===== src/rtl/dm_bus_arbiter_if.sv =====
// rtl/dm_bus_arbiter_if.sv - requester-side bus between one master and the data-memory arbiter
interface dm_bus_arbiter_if;
  logic        req;
  logic        lock;
  logic [31:0] addr;
  logic [31:0] wdata;
  logic [3:0]  byteen;
  logic        gnt;
  logic [31:0] rdata;

  modport master (output req, lock, addr, wdata, byteen, input gnt, rdata);
  modport slave  (input req, lock, addr, wdata, byteen, output gnt, rdata);
endinterface


===== src/rtl/dm_bus_arbiter.sv =====
// rtl/dm_bus_arbiter.sv - same-cycle arbiter sharing the data-memory port between CPU (m0) and DMA (m1)
// Optional round-robin tie-break when DM_ARB_ROUND_ROBIN_EN is defined.
module dm_bus_arbiter #(
  parameter int DEPTH_WORDS = 4096,
  parameter int MAX_BURST   = 8
) (
  input  logic                clk,
  input  logic                reset,
  dm_bus_arbiter_if.slave     m0,
  dm_bus_arbiter_if.slave     m1,
  output logic [31:0]         mem_addr,
  output logic [31:0]         mem_wdata,
  output logic [3:0]          mem_byteen,
  input  logic [31:0]         mem_rdata,
  output logic                addr_err
);

  typedef enum logic [1:0] {IDLE, M0, M1} owner_t;

  localparam logic [7:0]  MAX_B   = 8'(MAX_BURST);
  localparam logic [31:0] DEPTH_W = 32'(DEPTH_WORDS);

  owner_t      owner_q, owner_d;
  logic [7:0]  burst_q, burst_d;
  logic        err_q, err_d;
  logic        lock_hold;
  logic        sel_m1;
  logic        grant_any;
  logic        gnt0, gnt1;
  logic        oor;
  logic [31:0] sel_addr;
`ifdef DM_ARB_ROUND_ROBIN_EN
  logic        rr_q, rr_d;
`endif

  always_comb begin
    lock_hold = (owner_q == M1) && m1.req && m1.lock && (burst_q < MAX_B);
    sel_m1    = 1'b0;
    if (lock_hold) begin
      sel_m1 = 1'b1;
    end else if (m0.req && m1.req) begin
`ifdef DM_ARB_ROUND_ROBIN_EN
      // An exhausted burst always hands the port back to the CPU.
      sel_m1 = rr_q && (burst_q != MAX_B);
`else
      sel_m1 = 1'b0;
`endif
    end else begin
      sel_m1 = m1.req;
    end

    // Reset gates the grants so an in-flight write can never commit.
    grant_any = (m0.req || m1.req) && reset;
    gnt0      = grant_any && !sel_m1;
    gnt1      = grant_any && sel_m1;

    sel_addr   = sel_m1 ? m1.addr : m0.addr;
    oor        = (sel_addr >> 2) >= DEPTH_W;
    mem_addr   = {sel_addr[31:2], 2'b00};
    mem_wdata  = sel_m1 ? m1.wdata : m0.wdata;
    mem_byteen = (grant_any && !oor) ? (sel_m1 ? m1.byteen : m0.byteen) : 4'h0;

    m0.gnt   = gnt0;
    m1.gnt   = gnt1;
    m0.rdata = (gnt0 && !oor) ? mem_rdata : 32'h0;
    m1.rdata = (gnt1 && !oor) ? mem_rdata : 32'h0;

    owner_d = gnt0 ? M0 : (gnt1 ? M1 : IDLE);
    burst_d = 8'h00;
    if (gnt1 && m1.lock) begin
      if (owner_q == M1) burst_d = (burst_q == 8'hFF) ? burst_q : burst_q + 8'd1;
      else               burst_d = 8'h01;
    end
    err_d = grant_any && oor;
`ifdef DM_ARB_ROUND_ROBIN_EN
    rr_d = rr_q;
    if (gnt0) rr_d = 1'b1;
    if (gnt1) rr_d = 1'b0;
`endif
  end

  always_ff @(posedge clk or negedge reset) begin
    if (!reset) begin
      owner_q <= IDLE;
      burst_q <= 8'h00;
      err_q   <= 1'b0;
`ifdef DM_ARB_ROUND_ROBIN_EN
      rr_q    <= 1'b0;
`endif
    end else begin
      owner_q <= owner_d;
      burst_q <= burst_d;
      err_q   <= err_d;
`ifdef DM_ARB_ROUND_ROBIN_EN
      rr_q    <= rr_d;
`endif
    end
  end

  assign addr_err = err_q;

endmodule


===== src/flat_wrapper.sv =====
// flat-port wrapper written by rule: the top's interface ports become plain ports
module dm_bus_arbiter_flat 
#(
  parameter int DEPTH_WORDS = 4096,
  parameter int MAX_BURST   = 8
)
  (clk, reset, mem_addr, mem_wdata, mem_byteen, mem_rdata, addr_err, m0_req, m0_lock, m0_addr, m0_wdata, m0_byteen, m0_gnt, m0_rdata, m1_req, m1_lock, m1_addr, m1_wdata, m1_byteen, m1_gnt, m1_rdata);
  dm_bus_arbiter_if m0_i ();
  dm_bus_arbiter_if m1_i ();
  input  logic clk;
  input  logic reset;
  output logic [31:0] mem_addr;
  output logic [31:0] mem_wdata;
  output logic [3:0] mem_byteen;
  input  logic [31:0] mem_rdata;
  output logic addr_err;
  input wire logic [$bits(m0_i.req)-1:0] m0_req;
  input wire logic [$bits(m0_i.lock)-1:0] m0_lock;
  input wire logic [$bits(m0_i.addr)-1:0] m0_addr;
  input wire logic [$bits(m0_i.wdata)-1:0] m0_wdata;
  input wire logic [$bits(m0_i.byteen)-1:0] m0_byteen;
  output wire logic [$bits(m0_i.gnt)-1:0] m0_gnt;
  output wire logic [$bits(m0_i.rdata)-1:0] m0_rdata;
  input wire logic [$bits(m1_i.req)-1:0] m1_req;
  input wire logic [$bits(m1_i.lock)-1:0] m1_lock;
  input wire logic [$bits(m1_i.addr)-1:0] m1_addr;
  input wire logic [$bits(m1_i.wdata)-1:0] m1_wdata;
  input wire logic [$bits(m1_i.byteen)-1:0] m1_byteen;
  output wire logic [$bits(m1_i.gnt)-1:0] m1_gnt;
  output wire logic [$bits(m1_i.rdata)-1:0] m1_rdata;
  assign m0_i.req = m0_req;
  assign m0_i.lock = m0_lock;
  assign m0_i.addr = m0_addr;
  assign m0_i.wdata = m0_wdata;
  assign m0_i.byteen = m0_byteen;
  assign m0_gnt = m0_i.gnt;
  assign m0_rdata = m0_i.rdata;
  assign m1_i.req = m1_req;
  assign m1_i.lock = m1_lock;
  assign m1_i.addr = m1_addr;
  assign m1_i.wdata = m1_wdata;
  assign m1_i.byteen = m1_byteen;
  assign m1_gnt = m1_i.gnt;
  assign m1_rdata = m1_i.rdata;
  dm_bus_arbiter #(.DEPTH_WORDS(DEPTH_WORDS), .MAX_BURST(MAX_BURST)) u_core (.clk(clk), .reset(reset), .m0(m0_i), .m1(m1_i), .mem_addr(mem_addr), .mem_wdata(mem_wdata), .mem_byteen(mem_byteen), .mem_rdata(mem_rdata), .addr_err(addr_err));
endmodule

===== config.mk =====
export PLATFORM = sky130hd
export DESIGN_NAME = dm_bus_arbiter_flat
export DESIGN_NICKNAME = d
export VERILOG_FILES = /design/src/rtl/dm_bus_arbiter_if.sv /design/src/rtl/dm_bus_arbiter.sv /design/src/flat_wrapper.sv
export SDC_FILE = /design/constraint.sdc
export NUM_CORES = 1
export LEC_CHECK = 0
export ABC_AREA = 1
export BUFFER_PORTS_ARGS = -buffer_cell sky130_fd_sc_hd__buf_4
export CAP_MARGIN = 20
export CORE_AREA = 2 2 119 121
export CTS_BUF_LIST = sky130_fd_sc_hd__clkbuf_16
export DETAILED_ROUTE_END_ITERATION = 12
export DIE_AREA = 0 0 121 123
export PLACE_DENSITY = 0.57
export SYNTH_ARGS = -nofsm -noshare
export SYNTH_HDL_FRONTEND = slang
export SYNTH_SLANG_ARGS = --single-unit

===== constraint.sdc =====
create_clock -name clk -period 2.1 [get_ports clk]
set_input_delay 0.105 -clock clk [delete_from_list [all_inputs] [get_ports clk]]
set_output_delay 0.105 -clock clk [all_outputs]
set_load 0.05 [all_outputs]

==> flow_metrics.py, run 1 <==
metrics = {
    "flow_run": {
        "cap_violations": 0,
    },
    "grt": {
        "antenna_found_initial": 0,
        "grt_pass1_wl_mm": 17.53,
        "grt_max_degree": 41,
        "grt.total_usage_pct": 14.58,
        "grt_overflow": 0,
        "grt_pass1_vias": 3542,
    },
    "worst_setup_path": {
        "cp.arrival_ns": 2.34,
        "worst_path_largest_cell_delay_ns": 0.38,
        "slowest_stage": "dfrtp_1",
        "cp_max_fo": 8,
        "cp_cell_sequence": "inv_2 > nand2_2 > nor2_4 > nand3_4 > nand2_4 > nand2_1 > nand2_1 > nand2_1 > nor2_1 > nand2_2 > nor2_4 > nand3_4 > clkbuf_16 > nor2_4 > buf_6",
        "worstPathRequired_ns": 2.00,
        "endpoint_kind": "output pin",
        "path_class": "register to output pin",
        "start_kind": "register",
    },
    "clocking": {
        "cts_max_level": 1,
        "worstSkewPairLatency_ns": 0.24,
        "clk_pin_slew_ns": 0.05,
        "cts_root_buffer": "clkbuf_16",
        "cts_tree": "yes",
        "clock_sinks": 11,
        "cts_buffers": 3,
        "max-clock-path-buffers": 2,
    },
    "worst_hold_path": {
        "hp-class": "primary input to asynchronous set/reset pin",
    },
    "timing": {
        "grt_setup_unrepaired": "yes",
        "fin_crit_ns": 2.445,
        "hold_viol_final": 0,
        "min_period_over_period_pct": 116.4,
        "setup_viol": 68,
        "hold_ws_ns": 0.3416,
        "worst_pin_slew_ns": 0.6343,
        "finalMaxSlewViolations": 0,
        "fin_skew_ns": 0.005901,
        "fmax_mhz": 409.0,
        "slew_headroom_pct": 57.26,
        "fin_ws_ns": -0.3449,
    },
    "synth": {
        "yosysTopAreaCell": "nand2_1",
        "synth_top_cell_area_share_pct": 35.23,
        "ys_seq_elements": 11,
        "ys_warn_count": 0,
        "syn_inst": 427,
        "synth_cell_types": 29,
        "netlist_area_um2": 2088,
        "postSynthAreaPerCell_um2": 4.891,
        "yosysSeqAreaShare_pct": 13.18,
        "synth_area_leaders": "nand2_1 35%, nor2_1 15%, dfrtp_1 13%",
    },
    "status": {
        "outcome": "finished, violations left",
        "violations": "setup timing",
    },
    "route": {
        "drt_first_pass_iters": 4,
        "vias": 3631,
        "drtIter0Drc": 123,
        "ant_nets": 0,
        "wl_per_cell_um": 12.55,
        "drt-total-wl_mm": 11.69,
        "avgViaCountPerCell": 3.900,
        "drc": 0,
    },
    "cells_and_area": {
        "final_common_cell": "buf_4",
        "fillCellCount": 1388,
        "final_cell_mix": "259 x buf_4, 171 x nand2_1, 69 x nor2_4",
        "nNetsFinal": 927,
        "drive_above_1_share_pct": 62.05,
        "area_growth_pct": 183.9,
        "diodes": 0,
        "instances_no_fill": 931,
    },
    "placed_design": {
        "placed_cells": 922,
        "dp_slack_ns": -0.1915,
        "place_congestion": 0.8291,
        "dp_hpwl_mm": 9.850,
        "port_buffers": 301,
    },
    "floorplan": {
        "pin_count": 309,
        "die_area_um2": 14880,
        "core_um2": 13610,
        "die_y_um": 123,
        "initial_core_util_pct": 15.34,
        "die_width_um": 121,
        "num_rows": 43,
    },
    "power_and_ir_drop": {
        "power.leakage_nw": 3.199,
        "powerDensity_nw_per_um2": 300.1,
        "ir_drop_mv": 0.1747,
    },
}
[Yosys cell counts]
cell      number
nand2_1      196
nor2_1        82
inv_1         61
dfrtp_1       11
nand3_1        9
buf_6          8
clkbuf_1       7
nand3b_1       7
nor3_1         5
a21oi_1        4
buf_1          3
inv_2          3
nand2_2        3
nand3_4        3
nor2_2         3
nor2_4         3
a211oi_1       2
a31oi_1        2
and3_1         2
buf_2          2
buf_4          2
o21a_1         2
and2_1         1
conb_1         1
ha_1           1
nand2_4        1
nand3_2        1
nand4_1        1
o21ai_0        1
[power breakdown]
part / leakage (nW) / switching [mW] / internal, mW
combinational: 3.01 / 0.737 / 0.471
clock: 0.0423 / 0.102 / 0.251
sequential: 0.150 / 0.00173 / 0.217
total: 3.20 / 0.841 / 0.938
[path summary, 6_finish.rpt]
check                                       start                 to  slack (ns)  cells past startpoint
min in group clk                          m1_lock  u_core.burst_q[0]        0.40                      4
worst min-delay path                        reset  u_core.burst_q[0]        0.34                      3
worst max-delay path            u_core.burst_q[7]       m0_rdata[26]       -0.34                     15
worst max register to register  u_core.burst_q[7]    u_core.addr_err        0.25                     12
max in group asynchronous                   reset  u_core.owner_q[1]        1.60                      3
worst min register to register  u_core.burst_q[1]  u_core.burst_q[1]        0.56                      2
[sequential cells by signal (all words and copies together), names as in the netlist]
register	flops
u_core.addr_err	1
u_core.owner_q	2
u_core.burst_q	8
[metrics by stage]
stage | TNS, ns | utilization [%] | cell area [um^2] | power, mW
floorplan | -5.422 | - | 2740 | 0.8914
global placement | -11.43 | 39.66 | 5399 | 1.396
detailed placement | -11.13 | 39.66 | 5399 | 1.397
CTS | -22.55 | 42.99 | 5852 | 1.789
global route | -32.19 | 43.55 | 5928 | 1.883
finish | -21.62 | 43.55 | 5928 | 1.779
[layout make-up]
type / instances / area, um^2 / share of cell area, %
Multi-Input combinational cell: 332 / 2137 / 36.05
Sequential cell: 11 / 275.3 / 4.643
Clock inverter: 1 / 3.754 / 0.06332
Tap cell: 180 / 225.2 / 3.799
Timing Repair Buffer: 340 / 2972 / 50.13
Inverter: 64 / 240.2 / 4.052
Clock buffer: 3 / 75.07 / 1.266
[critical path: cells and delay by family, from the launching register on]
kind | cells | cell delay, ns
and+or+nand+nor | 12 | 1.25
buffers and inverters | 3 | 0.44
DFF | 1 | 0.38
[cell families after synthesis]
logic type,count (synthesis),synth area share [%]
flops,11,13.18
buf+inv,86,18.81
fa+ha+maj,1,0.5991
other cells,1,0.1796
simple gates,317,63.99
compound gates,11,3.235
[routing by layer]
| layer | routed length [um] | track usage, % |
|---|---|---|
| met3 | 745 | 2.306 |
| met5 | 0 | 0 |
| met2 | 6076 | 26.65 |
| met4 | 182 | 2.471 |
| met1 | 4681 | 18.24 |
[timing repair]
action / in CTS / in global routing
setup endpoints to repair: 101 / 108
hold endpoints to repair: 11 / 0
resized for setup: 88 / 12
setup buffers: 1 / 0
cloned: 1 / 2
pin swaps: 4 / 3
hold buffers: 1 / 0
No activity file was read; power rests on OpenSTA's default activity.
==> inputs of run 2 (changes only) <==
--- a/config.mk
+++ b/config.mk
@@ -5,14 +5,13 @@
 export SDC_FILE = /design/constraint.sdc
 export NUM_CORES = 1
 export LEC_CHECK = 0
-export ABC_AREA = 1
 export BUFFER_PORTS_ARGS = -buffer_cell sky130_fd_sc_hd__buf_4
 export CAP_MARGIN = 20
-export CORE_AREA = 2 2 119 121
+export CORE_AREA = 2 2 118 120
 export CTS_BUF_LIST = sky130_fd_sc_hd__clkbuf_16
 export DETAILED_ROUTE_END_ITERATION = 12
-export DIE_AREA = 0 0 121 123
-export PLACE_DENSITY = 0.57
+export DIE_AREA = 0 0 120 122
+export PLACE_DENSITY = 0.58
 export SYNTH_ARGS = -nofsm -noshare
 export SYNTH_HDL_FRONTEND = slang
 export SYNTH_SLANG_ARGS = --single-unit
==> flow_metrics.py, run 2 <==
metrics = {
    "status": {
        "outcome": "finished, violations left",
        "violations": "setup timing",
    },
    "worst_setup_path": {
        "reg2reg_to": "u_core.addr_err",
        "r2r-start": "u_core.burst_q[6]",
        "reg2reg_depth": 6,
        "cp.arrival_ns": 2.38,
        "r2r_slack_ns": 0.09,
        "cp_max_fo": 16,
        "path_class": "register to output pin",
        "endpoint": "mem_addr[11]",
        "endpoint_kind": "output pin",
        "worstPathRequired_ns": 2.00,
        "start_kind": "register",
        "cp-startpoint": "u_core.burst_q[6]",
    },
    "worst_hold_path": {
        "hp-class": "primary input to register",
    },
    "route": {
        "drtIter0Drc": 79,
        "drt_first_pass_iters": 5,
        "vias": 3507,
        "wl_per_cell_um": 18.46,
        "drc": 0,
        "avgViaCountPerCell": 4.496,
        "ant_nets": 0,
        "drt-total-wl_mm": 14.40,
    },
    "power_and_ir_drop": {
        "power_mw": 1.947,
        "power_frac_seq_pct": 11.2,
        "power.leakage_nw": 2.859,
        "ir_drop_mv": 0.2103,
        "power_frac_comb_pct": 70.6,
        "p_sw_uw": 863.3,
        "p_int_mw": 1.084,
        "clkPwrFrac_pct": 18.2,
        "powerDensity_nw_per_um2": 309.5,
        "p_sw_share_pct": 44.34,
    },
    "cells_and_area": {
        "drive_above_1_share_pct": 81.17,
        "diodes": 0,
        "seq_area_um2": 275.3,
        "instances_no_fill": 780,
        "fin_util_pct": 46.59,
        "area_growth_pct": 194.6,
        "final_common_cell": "buf_4",
        "final_cell_mix": "193 x buf_4, 96 x buf_6, 61 x mux2_2",
        "largest_reg_flops": 8,
        "nNetsFinal": 776,
        "regMostFlops": "u_core.burst_q",
        "multi_input_area_um2": 2205,
        "fillCellCount": 1238,
    },
    "placed_design": {
        "place_congestion": 0.7601,
        "dp_hpwl_mm": 10.73,
        "port_buffers": 301,
        "placed_cells": 757,
    },
    "synth": {
        "synth-async-reset-ratio_pct": 100.0,
        "synth-edff-count": 0,
        "synth_most_common_cell": "mux2_2",
        "netlist_area_um2": 2136,
        "postSynthAreaPerCell_um2": 7.795,
        "synth_cell_types": 39,
        "synth_area_leaders": "mux2_2 33%, dfrtp_1 13%, and2_1 11%",
        "synthTopCellsByCount": "62 x mux2_2, 39 x nand2_1, 37 x and2_1",
        "ys_warn_count": 0,
        "syn_inst": 274,
        "yosysSeqAreaShare_pct": 12.89,
        "synth_top_cell_area_share_pct": 32.69,
        "yosysTopAreaCell": "mux2_2",
        "ys_seq_elements": 11,
        "synthFlopType": "dfrtp_1",
    },
    "timing": {
        "finalMaxSlewViolations": 0,
        "worst_pin_slew_ns": 0.7647,
        "slew_headroom_pct": 48.48,
        "hold_viol_final": 0,
        "fmax_mhz": 402.0,
        "fin_skew_ns": 0.002026,
        "setup_viol": 131,
        "fin_crit_ns": 2.487,
        "grt_setup_unrepaired": "yes",
        "fin_ws_ns": -0.3874,
        "min_period_over_period_pct": 118.4,
    },
    "grt": {
        "grt_pass1_vias": 3422,
        "grt_overflow": 0,
        "antenna_found_initial": 0,
        "grt.total_usage_pct": 16.93,
        "grt_max_degree": 63,
        "grt_pass1_wl_mm": 19.29,
    },
    "clocking": {
        "clock_sinks": 11,
        "cts_tree": "yes",
        "max-clock-path-buffers": 2,
        "cts_buffers": 3,
        "clk_pin_slew_ns": 0.04,
        "cts_max_level": 1,
        "worstSkewPairLatency_ns": 0.24,
        "cts_root_buffer": "clkbuf_16",
    },
    "floorplan": {
        "num_rows": 43,
        "die_width_um": 120,
        "die_area_um2": 14640,
        "initial_core_util_pct": 15.82,
        "die_y_um": 122,
        "pin_count": 309,
        "core_um2": 13500,
    },
    "flow_run": {
        "cap_violations": 0,
    },
}
## run 2: cell count changes in the layout (fill, tap and decap cells not counted), sizes merged, moves of 7 or more
cell and change:
mux2 +62, and2 +36, nor3 +31, nor2 -78
inv -61, nand2 -161, nor4 +7, nand3 -10
## run 2: critical path, cell delays in order (launching register included)
cell	delay, ns
dfrtp_1	0.37
or4_4	0.57
o31ai_4	0.28
buf_6	0.16
nand2_8	0.10
buf_16	0.18
mux2_4	0.32
buf_6	0.16
## run 2: cells by family (layout without fill, tap and decap cells)
logic type	count (synthesis)	count (layout)	share of synthesized area (%)
simple gates	147	147	36.03
mux	64	64	33.63
buf+inv	25	350	7.381
compound gates	23	23	8.494
flops	11	11	12.89
xor+xnor	2	2	0.8203
fa+ha+maj	1	1	0.5857
other cells	1	2	0.1756
## run 2: repair_timing
| item | CTS | global route |
|---|---|---|
| pin swaps | 6 | 24 |
| cloned | 7 | 6 |
| endpoints found under the setup margin | 132 | 133 |
| hold buffers | 1 | 0 |
| gates resized for setup | 121 | 65 |
| buffers inserted | 7 | 1 |
| endpoints found under the hold margin | 11 | 0 |
## run 2: how the worst min path moves through the flow
stage          depth (start not counted)                 to    start  slack (ns)
6_report                               2  u_core.burst_q[0]  m1_lock        0.11
2_1_floorplan                          0    u_core.addr_err    reset       -0.19
3_5_place_dp                           1  u_core.burst_q[1]    reset       -0.04
5_1_grt                                2  u_core.burst_q[0]  m1_lock        0.12
3_3_place_gp                           1  u_core.owner_q[1]    reset       -0.04
4_1_cts                                2  u_core.burst_q[0]  m1_lock        0.11
## run 2: power by group through the flow
| stage | sequential [mW] | clock, mW | combinational [mW] |
|---|---|---|---|
| CTS | 0.219 | 0.358 | 1.30 |
| detailed placement | 0.222 | 0 | 1.21 |
| floorplan | 0.226 | 0 | 0.683 |
| finish | 0.219 | 0.354 | 1.37 |
| global route | 0.219 | 0.368 | 1.43 |
| global placement | 0.222 | 0 | 1.20 |
## run 2: routing by layer
metal / GRT usage (%) / vias to the layer above / share of wire (%)
met5: 0 / - / 0
met4: 4.338 / 0 / 2.0
met3: 4.307 / 15 / 8.1
met2: 31.18 / 195 / 54
met1: 19.44 / 1657 / 36
li1: - / 1640 / -
## run 2: area by class of cell
type	count	share of cell area, %
repair buffers	343	55.57
well taps	180	3.580
inverters	3	0.1790
clock buffers	3	1.193
flip-flops and latches	11	4.375
clock inverters	1	0.05967
multi-input cells	239	35.04
## run 2: metrics by stage
| stage | setup WS [ns] | hold slack, ns | setup TNS [ns] | area [um^2] |
|---|---|---|---|---|
| after floorplan | -0.2455 | -0.1906 | -7.795 | 2597 |
| after global placement | -0.1001 | -0.04080 | -1.840 | 5219 |
| after detailed placement | -0.1272 | -0.04072 | -4.531 | 5219 |
| after CTS | -0.3782 | 0.1095 | -42.28 | 6008 |
| after global routing | -0.4406 | 0.1192 | -51.84 | 6291 |
| final | -0.3874 | 0.1134 | -44.13 | 6291 |
